$ cat config.mk
export PLATFORM = sky130hd
export DESIGN_NAME = hyst_threshold_detector
export DESIGN_NICKNAME = d
export VERILOG_FILES = /design/src/rtl/hyst_threshold_detector_pkg.sv /design/src/rtl/D_FF_enable.sv /design/src/rtl/hyst_threshold_detector_sat_counter.sv /design/src/rtl/hyst_threshold_detector.sv
export SDC_FILE = /design/constraint.sdc
export NUM_CORES = 1
export LEC_CHECK = 0
export ABC_AREA = 1
export BUFFER_PORTS_ARGS = -buffer_cell sky130_fd_sc_hd__buf_2
export CAP_MARGIN = 20
export CORE_MARGIN = 4
export CORE_UTILIZATION = 56
export CTS_CLUSTER_SIZE = 40
export DETAILED_ROUTE_END_ITERATION = 8
export PLACE_DENSITY = 0.93
export SETUP_SLACK_MARGIN = 0.4
export SLEW_MARGIN = 20
export SYNTH_ARGS = -nofsm -noshare
export SYNTH_HDL_FRONTEND = slang
export SYNTH_SLANG_ARGS = --single-unit
$ cat constraint.sdc
create_clock -name iCLK -period 2.8 [get_ports iCLK]
set_clock_uncertainty 0.1 [all_clocks]
set_input_delay 0.42 -clock iCLK [delete_from_list [all_inputs] [get_ports iCLK]]
set_output_delay 0.42 -clock iCLK [all_outputs]
set_load 0.01 [all_outputs]
$ cat src/rtl/hyst_threshold_detector_pkg.sv
// Shared types and helpers for the hysteresis threshold detector.
// Latency: n/a (declarations only).
// Backpressure: n/a.
package hyst_threshold_detector_pkg;

    // Detector states. ARM counts qualifying high samples.
    // RELEASE counts qualifying low samples.
    typedef enum logic [1:0] {
        ST_IDLE    = 2'd0,
        ST_ARM     = 2'd1,
        ST_ACTIVE  = 2'd2,
        ST_RELEASE = 2'd3
    } hyst_state_t;

    // Saturating increment. The result never exceeds maxv.
    // Callers zero-extend their operands to 32 bits and truncate the result
    // back, so one helper serves every counter width up to 32.
    function automatic logic [31:0] sat_inc(input logic [31:0] v,
                                            input logic [31:0] maxv);
        logic [31:0] r;
        if (v >= maxv) begin
            r = maxv;
        end else begin
            r = v + 32'd1;
        end
        return r;
    endfunction

endpackage

$ cat src/rtl/D_FF_enable.sv
// Generic enabled register of width WL with asynchronous active-low reset.
// Latency: 1 cycle from iD to oQ when iEN=1; holds otherwise.
// Backpressure: none.
//
// Ports: iCLK clock, iRSTn async active-low reset, iEN load enable,
//        iD data in, oQ registered data out.
module D_FF_enable #(
    parameter int WL = 1
) (
    input  logic          iCLK,
    input  logic          iRSTn,
    input  logic          iEN,
    input  logic [WL-1:0] iD,
    output logic [WL-1:0] oQ
);

    logic [WL-1:0] r_q;

    always_ff @(posedge iCLK or negedge iRSTn) begin
        if (!iRSTn) begin
            r_q <= '0;
        end else if (iEN) begin
            r_q <= iD;
        end
    end

    assign oQ = r_q;

endmodule

$ cat src/rtl/hyst_threshold_detector_sat_counter.sv
// Saturating up-counter with enable, synchronous clear-and-load and increment.
// Latency: 1 cycle; oQ shows the updated count the cycle after iEN.
// Backpressure: none; the counter holds when iEN=0.
//
// Ports: iCLK clock, iRSTn async active-low reset, iEN advance enable,
//        iCLR synchronous clear (loads 0, or 1 when iINC is also set),
//        iINC increment request, oQ current count.
module sat_counter
    import hyst_threshold_detector_pkg::*;
#(
    parameter int W = 4
) (
    input  logic         iCLK,
    input  logic         iRSTn,
    input  logic         iEN,
    input  logic         iCLR,
    input  logic         iINC,
    output logic [W-1:0] oQ
);

    localparam logic [W-1:0] MAXV = '1;

    logic [W-1:0] r_q;

    // A clear with iINC set restarts the count at one. This lets a frame
    // boundary count its own first sample, and lets a new run start on the
    // sample that triggers it.
    always_ff @(posedge iCLK or negedge iRSTn) begin
        if (!iRSTn) begin
            r_q <= '0;
        end else if (iEN) begin
            if (iCLR) begin
                r_q <= iINC ? W'(1) : '0;
            end else if (iINC) begin
                r_q <= W'(sat_inc(32'(r_q), 32'(MAXV)));
            end
        end
    end

    assign oQ = r_q;

endmodule

$ cat src/rtl/hyst_threshold_detector.sv
// Multi-sample hysteresis threshold detector with per-frame detection count.
// Latency: 1 cycle from a sample to oDATA/oEN; oCNT/oCNT_VLD 1 cycle after iSOF.
// Backpressure: none; iEN-qualified stream, and all state holds while iEN=0.
//
// Ports:
//   iCLK, iRSTn        clock, async active-low reset
//   iEN, iSOF          sample valid, start of frame (qualified by iEN)
//   iDATA              unsigned magnitude sample
//   iTH_HI, iTH_LO     assert threshold (>=), release threshold (<)
//   iN_ON, iN_OFF      persistence run lengths (0 behaves as 1)
//   oDATA, oEN         registered detection flag, iEN delayed one cycle
//   oCNT, oCNT_VLD     previous frame's detected-sample count, update pulse
module hyst_threshold_detector
    import hyst_threshold_detector_pkg::*;
#(
    parameter int IL = 10,
    parameter int PW = 4,
    parameter int CW = 12
) (
    input  logic          iCLK,
    input  logic          iRSTn,
    input  logic          iEN,
    input  logic          iSOF,
    input  logic [IL-1:0] iDATA,
    input  logic [IL-1:0] iTH_HI,
    input  logic [IL-1:0] iTH_LO,
    input  logic [PW-1:0] iN_ON,
    input  logic [PW-1:0] iN_OFF,
    output logic          oDATA,
    output logic          oEN,
    output logic [CW-1:0] oCNT,
    output logic          oCNT_VLD
);

    hyst_state_t   r_state;
    hyst_state_t   w_state_nxt;

    logic          w_hi;
    logic          w_lo;
    logic [PW-1:0] w_n_on;
    logic [PW-1:0] w_n_off;
    logic [PW-1:0] w_run_q;
    logic [PW:0]   w_run_p1;
    logic          w_run_clr;
    logic          w_run_inc;
    logic          w_det_nxt;
    logic [CW-1:0] w_acc_q;

    logic          r_data;
    logic [CW-1:0] r_cnt;
    logic          r_cnt_vld;
    logic          r_sof_seen;

    // Each state looks at only one comparison (hi while not detecting, lo
    // while detecting), so inverted thresholds still give a defined result.
    assign w_hi = (iDATA >= iTH_HI);
    assign w_lo = (iDATA <  iTH_LO);

    assign w_n_on  = (iN_ON  == '0) ? PW'(1) : iN_ON;
    assign w_n_off = (iN_OFF == '0) ? PW'(1) : iN_OFF;

    // One extra bit so run+1 never wraps before it is compared.
    assign w_run_p1 = {1'b0, w_run_q} + (PW+1)'(1);

    always_comb begin
        w_state_nxt = r_state;
        w_run_clr   = 1'b0;
        w_run_inc   = 1'b0;
        case (r_state)
            ST_IDLE: begin
                if (w_hi) begin
                    if (w_n_on == PW'(1)) begin
                        w_state_nxt = ST_ACTIVE;
                    end else begin
                        w_state_nxt = ST_ARM;
                        w_run_clr   = 1'b1;
                        w_run_inc   = 1'b1;
                    end
                end
            end
            ST_ARM: begin
                if (w_hi) begin
                    if (w_run_p1 >= {1'b0, w_n_on}) begin
                        w_state_nxt = ST_ACTIVE;
                        w_run_clr   = 1'b1;
                    end else begin
                        w_run_inc   = 1'b1;
                    end
                end else begin
                    w_state_nxt = ST_IDLE;
                    w_run_clr   = 1'b1;
                end
            end
            ST_ACTIVE: begin
                if (w_lo) begin
                    if (w_n_off == PW'(1)) begin
                        w_state_nxt = ST_IDLE;
                    end else begin
                        w_state_nxt = ST_RELEASE;
                        w_run_clr   = 1'b1;
                        w_run_inc   = 1'b1;
                    end
                end
            end
            ST_RELEASE: begin
                if (w_lo) begin
                    if (w_run_p1 >= {1'b0, w_n_off}) begin
                        w_state_nxt = ST_IDLE;
                        w_run_clr   = 1'b1;
                    end else begin
                        w_run_inc   = 1'b1;
                    end
                end else begin
                    w_state_nxt = ST_ACTIVE;
                    w_run_clr   = 1'b1;
                end
            end
            default: begin
                w_state_nxt = ST_IDLE;
                w_run_clr   = 1'b1;
            end
        endcase
    end

    assign w_det_nxt = (w_state_nxt == ST_ACTIVE) || (w_state_nxt == ST_RELEASE);

    always_ff @(posedge iCLK or negedge iRSTn) begin
        if (!iRSTn) begin
            r_state <= ST_IDLE;
            r_data  <= 1'b0;
        end else if (iEN) begin
            r_state <= w_state_nxt;
            r_data  <= w_det_nxt;
        end
    end

    sat_counter #(.W(PW)) u_run (
        .iCLK  (iCLK),
        .iRSTn (iRSTn),
        .iEN   (iEN),
        .iCLR  (w_run_clr),
        .iINC  (w_run_inc),
        .oQ    (w_run_q)
    );

    // The frame accumulator restarts on iSOF with the boundary sample's own
    // decision, so that sample is counted in the frame it opens.
    sat_counter #(.W(CW)) u_acc (
        .iCLK  (iCLK),
        .iRSTn (iRSTn),
        .iEN   (iEN),
        .iCLR  (iSOF),
        .iINC  (w_det_nxt),
        .oQ    (w_acc_q)
    );

    // Samples seen before the first frame boundary belong to no frame. The
    // first report after reset is therefore zero.
    always_ff @(posedge iCLK or negedge iRSTn) begin
        if (!iRSTn) begin
            r_cnt      <= '0;
            r_cnt_vld  <= 1'b0;
            r_sof_seen <= 1'b0;
        end else begin
            r_cnt_vld <= iEN && iSOF;
            if (iEN && iSOF) begin
                r_cnt      <= r_sof_seen ? w_acc_q : '0;
                r_sof_seen <= 1'b1;
            end
        end
    end

    D_FF_enable #(.WL(1)) u_en_dly (
        .iCLK  (iCLK),
        .iRSTn (iRSTn),
        .iEN   (1'b1),
        .iD    (iEN),
        .oQ    (oEN)
    );

    assign oDATA    = r_data;
    assign oCNT     = r_cnt;
    assign oCNT_VLD = r_cnt_vld;

endmodule

==> results of run 1 <==
[cells in the mapped netlist]
library cell  count  area, µm²
nand3_2          12      120.1
nor3_2            1      10.01
nand3_4           2      35.03
nand4_1           8      50.05
inv_1            72      270.3
clkbuf_1          4      15.01
clkinv_1          1      3.750
nor4_2            1      12.51
nand3_1          29      145.1
nand2_2           3      18.77
dfrtp_1          34      850.8
nor2_1           19      71.32
nor2_2            1      6.260
xor2_1            5      43.79
buf_8             1      15.01
o21ai_0           8      40.04
a211oi_1          1      7.510
o21ai_1           3      15.01
nand2_4           1      11.26
nor4_1            3      18.77
o211ai_2          1      12.51
nand4_2           1      12.51
o31ai_1          12      90.09
nor3_1            4      20.02
ha_1             29      362.9
buf_2             2      10.01
nand2_1          99      371.6
a21oi_1          12      60.06
or2_2             3      18.77
inv_2             2      7.510
o21ai_2           1      8.760
xnor2_1           2      17.52
clkinv_2          1      5.000
a21o_1            1      7.510
[registers in the layout, indices dropped and copies added, names as in the netlist]
register,flops
oCNT,12
u_acc.oQ,12
u_run.oQ,4
r_state,2
oCNT_VLD,1
oDATA,1
r_sof_seen,1
u_en_dly.oQ,1
[power breakdown]
group / total, mW / internal (mW) / switching, mW
Clock: 0.368 / 0.198 / 0.170
Sequential: 0.673 / 0.575 / 0.0980
Combinational: 1.37 / 0.573 / 0.798
Total: 2.41 / 1.35 / 1.07
[placed cells by master, fill, tap and decap left out, types with 2 or more instances in the layout]
cell and n:
nor4_1 3, o31ai_1 12, inv_2 4, buf_2 56, clkinv_2 2, buf_6 2, clkbuf_8 6, nand3_1 25
xor2_1 4, nand2_8 3, nor3_1 4, o21ai_1 2, nand2_2 14, nand3_2 15, buf_12 2, or2_2 3
ha_4 3, nor2_1 17, dfrtp_1 31, nor2_2 3, dfrtp_2 3, a21oi_1 12, nand3_4 3, ha_1 26
nand2_1 86, o21ai_0 8, buf_4 9, nand4_1 8, inv_1 70
[worst min path at each step]
| stage | start | endpoint | slack [ns] | cells past startpoint |
|---|---|---|---|---|
| 5_1_grt | iRSTn | oCNT[2] | 0.15 | 1 |
| 6_report | iRSTn | u_acc.oQ[8] | 0.08 | 1 |
| 2_1_floorplan | iRSTn | oCNT[0] | 0.02 | 0 |
| 4_1_cts | iRSTn | oCNT[8] | 0.11 | 1 |
| 3_3_place_gp | oCNT[6] | oCNT[6] | 0.36 | 2 |
| 3_5_place_dp | oCNT[10] | oCNT[10] | 0.36 | 2 |
[worst register-to-register path, cell delays in order, from the launching register on]
cell and delay [ns]:
dfrtp_2 0.45, ha_4 0.20, xor2_4 0.25, ha_4 0.25
nand2_1 0.07, nand2_1 0.05, nand3_1 0.11, nand4_4 0.15
o21ai_4 0.22, nand3_4 0.13, nor2_1 0.19, nand2_1 0.12
nand2_1 0.10, nand2_1 0.06
[kinds of logic after synthesis]
family          synth area share, %
compound gates                8.733
simple gates                  33.35
fa+ha+maj                     13.12
xor+xnor                      2.217
flops                         30.77
buf+inv                       11.81
[layer usage]
| metal | up-vias | part of all wire (%) | global-route usage (%) |
|---|---|---|---|
| met2 | 191 | 49 | 39.38 |
| li1 | 1366 | - | - |
| met4 | 0 | 5.4 | 12.59 |
| met3 | 54 | 8.2 | 3.670 |
| met5 | - | 0 | 0 |
| met1 | 1297 | 37 | 25.60 |
[timing repair]
item                                    4_1_cts  5_1_grt
endpoints found under the setup margin       19       19
pin swaps                                     3        8
gates cloned                                  1        0
endpoints found under the hold margin         0        0
buffers inserted                              2        9
resized for setup                             6       36
[area by class of cell]
| cell class | count | area share, % |
|---|---|---|
| clock buffer | 7 | 2.459 |
| timing repair buffer | 69 | 11.69 |
| multi-input combinational | 263 | 50.82 |
| clock inverter | 1 | 0.1426 |
| inverter | 76 | 8.161 |
| sequential | 34 | 24.34 |
| tap | 67 | 2.388 |
[stage by stage]
step	cell area (µm²)	utilization, %	std cells
3_3_place_gp	3104	65.29	497
3_5_place_dp	3104	65.29	497
5_1_grt	3511	73.84	517
2_1_floorplan	2765	-	379
4_1_cts	3259	68.55	508
6_report	3511	73.84	517
==> results.py, run 1 <==
metrics = {
    "outcome": {
        "status": "finished, final reports clean",
    },
    "clock_network": {
        "clockRootBuffer": "clkbuf_8",
        "cts_hold_buf": 0,
        "htreeDepth": 2,
        "cts_inserted_buffers": 5,
        "cts.sinks": 34,
        "cts_buffer_depth": 2,
        "clk_latency_ns": 0.29,
        "cts_tree": "done",
        "path_clk_slew_ns": 0.07,
    },
    "die": {
        "pin_count": 57,
        "die_w_um": 78.27,
        "start_util_pct": 58.16,
        "rows": 25,
        "core_um2": 4755,
        "dieArea_um2": 6126,
        "die_height_um": 78.27,
    },
    "worst_setup_path": {
        "r2r-start": "u_run.oQ[0]",
        "rr_worst_depth": 13,
        "slowest_delay_ns": 0.45,
        "cp_num_buf_inv": 0,
        "arrival_ns": 2.63,
        "cp_max_fo": 4,
        "reg2reg_slack_ns": 0.25,
        "cp-endpoint": "u_run.oQ[0]",
        "start_kind": "flop",
        "critical_path_class": "flop to flop",
        "required_ns": 2.88,
        "crit_top_cell": "nand2_1",
        "critical_path_depth": 13,
        "reg2reg_to": "u_run.oQ[0]",
        "cp_slowest_cell": "dfrtp_2",
        "path_cells": "ha_4 -> xor2_4 -> ha_4 -> nand2_1 -> nand2_1 -> nand3_1 -> nand4_4 -> o21ai_4 -> nand3_4 -> nor2_1 -> nand2_1 -> nand2_1 -> nand2_1",
        "cpLargestDelayFamily": "simple AND/OR/NAND/NOR gates",
        "crit_path_end_kind": "flop",
        "crit_start": "u_run.oQ[0]",
    },
    "final_layout": {
        "antenna_cells": 0,
        "syn2layout_area_growth_pct": 26.97,
        "drive_gt1_share_pct": 30.44,
        "n_fill_cell": 314,
        "multi_input_area_um2": 1784,
        "finalNetCount": 520,
        "seq_area_um2": 854.6,
    },
    "flow_run": {
        "drv_cap": 0,
    },
    "route": {
        "postRouteWirelength_um": 7708,
        "ant_nets": 0,
        "drt_pass1_iterations": 6,
        "drc": 0,
        "dr_total_vias": 2908,
        "dr.first_iter.drc_count": 373,
        "post_drt_wl_per_cell_um": 14.91,
        "viasPerCell": 5.625,
    },
    "timing": {
        "rsz0062_at_grt": "yes",
        "maxSlewHeadroom_pct": 51.71,
        "whs_ns": 0.08452,
        "worstMarginPinSlew_ns": 0.7244,
        "finalCritPeriodShare_pct": 91.22,
        "tns_ns": 0,
        "fmax_mhz": 391.5,
        "drv_slew": 0,
        "setup_slack_ns": 0.2459,
        "setup_violations": 0,
        "final_hold_viol_count": 0,
        "finalCriticalPeriod_ns": 2.554,
    },
    "placement": {
        "gp_congestion": 0.8851,
        "place_hpwl_um": 4834,
        "preCtsSetupSlack_ns": 0.1657,
        "portBuffers": 56,
    },
    "power": {
        "p_total_mw": 2.412,
        "leakagePower_nw": 1.910,
        "cellPowerDensity_nw_per_um2": 687.1,
        "ir_drop_uv": 287.0,
    },
    "grt": {
        "antenna_found_initial": 0,
        "grt_pass1_vias": 2650,
        "grt_pass1_wl_um": 11120,
        "grt_max_degree": 40,
        "grt_usage_pct": 22.36,
        "overflow": 0,
    },
    "synth": {
        "ys_seq_area_share_pct": 30.77,
        "syn-num-nets": 450,
        "syn_avg_cell_area_um2": 7.296,
        "synth_area_um2": 2765,
        "synth_cell_type_count": 34,
        "synth_cells": 379,
        "yosys_warnings": 0,
        "synth-seq-cells": 34,
    },
    "min_path": {
        "min_path_type": "input pin to asynchronous set/reset pin",
    },
}
(Power assumes the default switching activity.)
==> run 2: changes to the inputs <==
--- a/config.mk
+++ b/config.mk
@@ -13,4 +13,5 @@
 export CTS_CLUSTER_SIZE = 40
 export DETAILED_ROUTE_END_ITERATION = 8
+export HOLD_SLACK_MARGIN = 0.15
 export PLACE_DENSITY = 0.93
 export SETUP_SLACK_MARGIN = 0.4
--- a/constraint.sdc
+++ b/constraint.sdc
@@ -3,3 +3,3 @@
 set_input_delay 0.42 -clock iCLK [delete_from_list [all_inputs] [get_ports iCLK]]
 set_output_delay 0.42 -clock iCLK [all_outputs]
-set_load 0.01 [all_outputs]
+set_load 0.1 [all_outputs]
==> results.py, run 2 (synthesized netlist as in run 1, its figures left out) <==
metrics = {
    "outcome": {
        "status": "finished, final reports clean",
    },
    "final_layout": {
        "finalNetCount": 520,
        "layout_commonest_cell": "nand2_1",
        "syn2layout_area_growth_pct": 25.61,
        "antenna_cells": 0,
        "mostFrequentLayoutCells": "86 x nand2_1, 71 x inv_1, 56 x buf_2",
        "drive_gt1_share_pct": 29.78,
        "final_area_um2": 3473,
        "n_fill_cell": 324,
        "post-route-util_pct": 73.05,
    },
    "route": {
        "post_drt_wl_per_cell_um": 15.01,
        "dr_total_vias": 2960,
        "dr.first_iter.drc_count": 451,
        "drt_pass1_iterations": 6,
        "postRouteWirelength_um": 7762,
        "viasPerCell": 5.725,
        "drc": 0,
        "ant_nets": 0,
    },
    "power": {
        "leakagePower_nw": 1.903,
        "cellPowerDensity_nw_per_um2": 719.6,
        "ir_drop_uv": 323.9,
    },
    "clock_network": {
        "cts_tree": "done",
        "cts_buffer_depth": 2,
        "clk_latency_ns": 0.29,
        "htreeDepth": 2,
        "clockRootBuffer": "clkbuf_8",
        "cts.sinks": 34,
        "cts_inserted_buffers": 5,
        "path_clk_slew_ns": 0.07,
    },
    "die": {
        "pin_count": 57,
        "die_height_um": 78.27,
        "dieArea_um2": 6126,
        "core_um2": 4755,
        "rows": 25,
        "die_w_um": 78.27,
        "start_util_pct": 58.16,
    },
    "placement": {
        "gp_congestion": 0.8851,
        "place_hpwl_um": 4834,
        "preCtsSetupSlack_ns": 0.1657,
        "dpl_cell_area_um2": 3104,
        "portBuffers": 56,
    },
    "worst_setup_path": {
        "path_cells": "ha_4 -> xor2_4 -> ha_4 -> nand2_1 -> nand2_1 -> nand3_1 -> nand4_2 -> o21ai_2 -> nand3_2 -> nand2_4 -> buf_4 -> nand3_1 -> nand2_1",
        "cp_max_fo": 4,
        "start_kind": "flop",
        "cp_slowest_cell": "dfrtp_2",
        "required_ns": 2.93,
        "slowest_delay_ns": 0.45,
        "crit_top_cell": "nand2_1",
        "critical_path_class": "flop to flop",
        "rr_worst_depth": 13,
        "crit_path_end_kind": "flop",
        "arrival_ns": 2.61,
    },
    "timing": {
        "finalCritPeriodShare_pct": 88.71,
        "final_hold_viol_count": 0,
        "setup_violations": 0,
        "worstMarginPinSlew_ns": 0.7258,
        "whs_ns": 0.2695,
        "tns_ns": 0,
        "drv_slew": 0,
        "fmax_mhz": 402.6,
        "rsz0062_at_grt": "yes",
        "setup_slack_ns": 0.3162,
        "finalCriticalPeriod_ns": 2.484,
        "maxSlewHeadroom_pct": 51.61,
    },
    "flow_run": {
        "drv_cap": 0,
    },
    "grt": {
        "grt_pass1_vias": 2652,
        "grt_pass1_wl_um": 11150,
        "grt_max_degree": 40,
        "grt_usage_pct": 22.41,
        "overflow": 0,
        "antenna_found_initial": 0,
    },
    "min_path": {
        "min_path_type": "input pin to flop",
        "whs_path_depth": 1,
    },
}
## run 2: power by group
part           switching (mW)  internal, mW  leakage, nW
registers              0.0963         0.575        0.451
clock network           0.167         0.198       0.0482
logic                   0.935         0.528         1.40
total                    1.20          1.30         1.90
## run 2: worst paths after layout
| kind | from | end | slack [ns] |
|---|---|---|---|
| max in group asynchronous | iRSTn | u_run.oQ[0] | 1.45 |
| hold reg to reg | oCNT[10] | oCNT[10] | 0.38 |
| setup reg to reg | u_run.oQ[0] | u_run.oQ[2] | 0.32 |
| min in group asynchronous | iRSTn | oCNT[7] | 0.65 |
| setup / recovery | u_run.oQ[0] | u_run.oQ[2] | 0.32 |
| hold / removal | iEN | u_en_dly.oQ | 0.27 |
## run 2: cell type report
type | count | area [µm²] | share of cell area [%]
well taps | 67 | 83.83 | 2.414
clock buffers | 7 | 86.33 | 2.486
clock inverters | 1 | 5.005 | 0.1441
flip-flops and latches | 34 | 854.6 | 24.60
multi-input cells | 263 | 1757 | 50.58
repair buffers | 69 | 400.4 | 11.53
inverters | 76 | 286.5 | 8.249
## run 2: what timing repair did
action                                 CTS  global route
setup endpoints to repair               19            19
hold buffers                             1             0
endpoints found under the hold margin   34             0
gates resized for setup                  6            31
setup buffers                            2             8
cloned                                   1             0
pin swaps                                3            15
## run 2: layer usage
layer  routed length, µm  share of wire [%]  global-route usage, %
met2                3704                 48                  39.55
met5                   0                  0                      0
met4                 435                5.6                  12.24
met1                2905                 37                  25.82
met3                 717                9.2                  3.555
## run 2: critical path: cells and delay by family (launching register included)
| kind | cells | cell delay [ns] |
|---|---|---|
| buffers and inverters | 1 | 0.12 |
| adder cells (fa/ha/maj) | 2 | 0.44 |
| XOR/XNOR | 1 | 0.23 |
| flip-flops | 1 | 0.45 |
| AND/OR/NAND/NOR | 8 | 0.83 |
| AO/OA/AOI/OAI | 1 | 0.24 |
## run 2: through the flow
stage | cells | total power, mW
floorplan | 379 | 1.500
global placement | 497 | 1.659
detailed placement | 497 | 1.709
CTS | 509 | 2.155
global route | 517 | 2.655
finish | 517 | 2.500
==> run 3: changes to the inputs <==
Settings changed: SETUP_SLACK_MARGIN 0.4 to 0.3.
==> results.py, run 3 (synthesized netlist as in run 1, its figures left out) <==
metrics = {
    "outcome": {
        "status": "finished, final reports clean",
    },
    "timing": {
        "finalCriticalPeriod_ns": 2.479,
        "rsz0062_at_grt": "no",
        "fmax_mhz": 403.5,
        "tns_ns": 0,
        "maxSlewHeadroom_pct": 51.22,
        "final_hold_viol_count": 0,
        "setup_violations": 0,
        "drv_slew": 0,
        "worstMarginPinSlew_ns": 0.7316,
        "finalCritPeriodShare_pct": 88.52,
    },
    "power": {
        "leakagePower_nw": 1.895,
        "ir_drop_uv": 319.6,
        "cellPowerDensity_nw_per_um2": 701.0,
    },
    "clock_network": {
        "cts_tree": "done",
        "cts.sinks": 34,
        "path_clk_slew_ns": 0.07,
        "clockRootBuffer": "clkbuf_8",
        "cts_inserted_buffers": 5,
        "cts_buffer_depth": 2,
        "clk_latency_ns": 0.29,
        "htreeDepth": 2,
    },
    "grt": {
        "grt_use_met2_pct": 37.59,
        "antenna_found_initial": 0,
        "grt_usage_pct": 21.72,
        "grt_max_degree": 40,
        "met1_usage_pct": 25.51,
        "top_usage_layer": "met2",
        "grt_pass1_wl_um": 10830,
        "grt_pass1_vias": 2591,
        "overflow": 0,
        "met3_usage_pct": 3.784,
    },
    "route": {
        "post_drt_wl_per_cell_um": 13.77,
        "dr_total_vias": 2796,
        "postRouteWirelength_um": 7133,
        "drc": 0,
        "ant_nets": 0,
        "viasPerCell": 5.398,
        "drt_pass1_iterations": 5,
        "dr.first_iter.drc_count": 318,
    },
    "worst_setup_path": {
        "cp_slowest_cell": "dfrtp_2",
        "cpLargestDelayFamily": "simple AND/OR/NAND/NOR gates",
        "start_kind": "flop",
        "path_cells": "ha_4 -> xor2_4 -> buf_6 -> ha_4 -> nand2_1 -> nand2_1 -> nand3_1 -> nand4_2 -> nand3_2 -> nand2_2 -> nand3_4 -> nand2_8 -> buf_6 -> nand3_1 -> o21ai_1",
        "cp_max_fo": 6,
        "arrival_ns": 2.59,
        "cp_num_buf_inv": 2,
        "required_ns": 2.91,
        "critical_path_class": "flop to flop",
        "crit_path_end_kind": "flop",
        "slowest_delay_ns": 0.46,
    },
    "final_layout": {
        "n_fill_cell": 355,
        "antenna_cells": 0,
        "finalNetCount": 521,
        "syn2layout_area_growth_pct": 23.85,
        "final_area_um2": 3425,
        "seq_area_um2": 853.3,
        "multi_input_area_um2": 1710,
        "mostFrequentLayoutCells": "94 x nand2_1, 71 x inv_1, 56 x buf_2",
        "layout_commonest_cell": "nand2_1",
        "drive_gt1_share_pct": 27.72,
    },
    "flow_run": {
        "drv_cap": 0,
    },
    "placement": {
        "gp_congestion": 0.8851,
        "dpl_cell_area_um2": 3104,
        "place_hpwl_um": 4834,
        "portBuffers": 56,
    },
    "die": {
        "die_w_um": 78.27,
        "core_um2": 4755,
        "pin_count": 57,
        "dieArea_um2": 6126,
        "die_height_um": 78.27,
        "rows": 25,
        "start_util_pct": 58.16,
    },
    "min_path": {
        "min_path_type": "input pin to flop",
    },
}
run 3: cell types whose count changed in the layout (fill, tap and decap cells not counted), moves of 2 or more:
cell / previous run / this run
nand2_1: 86 / 94
nand2_2: 14 / 7
nand2_8: 3 / 1
o21ai_1: 1 / 3
run 3: cell type report:
class | instances | area share [%]
repair buffers | 70 | 11.66
inverters | 76 | 8.367
flip-flops and latches | 34 | 24.92
clock buffers | 7 | 2.521
clock inverters | 1 | 0.1461
multi-input cells | 263 | 49.95
well taps | 67 | 2.448
run 3: worst paths after layout:
check	from	to	slack (ns)	cells past startpoint
setup / recovery	u_run.oQ[0]	u_acc.oQ[0]	0.32	15
hold / removal	iEN	u_en_dly.oQ	0.25	1
setup reg to reg	u_run.oQ[0]	u_acc.oQ[0]	0.32	15
hold reg to reg	oCNT[10]	oCNT[10]	0.38	2
max in group asynchronous	iRSTn	u_run.oQ[2]	1.45	2
min in group asynchronous	iRSTn	oCNT[8]	0.65	2
run 3: timing repair:
item                                   CTS  global route
hold buffers                             1             0
pin swaps                                0             8
setup buffers                            0            11
endpoints found under the hold margin   34             0
gates resized for setup                  4            22
setup endpoints to repair               17            16
gates cloned                             0             1
run 3: per-layer routing:
| layer | wire [µm] | vias up |
|---|---|---|
| met1 | 2868 | 1248 |
| met3 | 437 | 40 |
| li1 | - | 1368 |
| met2 | 3504 | 140 |
| met4 | 322 | 0 |
| met5 | 0 | - |
run 3: report_power, final:
group | switching [mW] | total (mW) | internal [mW]
Clock | 0.173 | 0.372 | 0.198
Sequential | 0.0972 | 0.671 | 0.574
Combinational | 0.858 | 1.36 | 0.500
run 3: per-stage QoR:
stage	util [%]	std cells	hold slack (ns)	setup slack (ns)	power, mW
2_1_floorplan	-	379	0.02441	0.5375	1.500
3_3_place_gp	65.29	497	0.3592	0.3339	1.659
3_5_place_dp	65.29	497	0.3634	0.1657	1.709
4_1_cts	67.84	506	0.2370	0.3357	2.101
5_1_grt	72.03	518	0.2443	0.1888	2.564
6_report	72.03	518	0.2529	0.3215	2.401
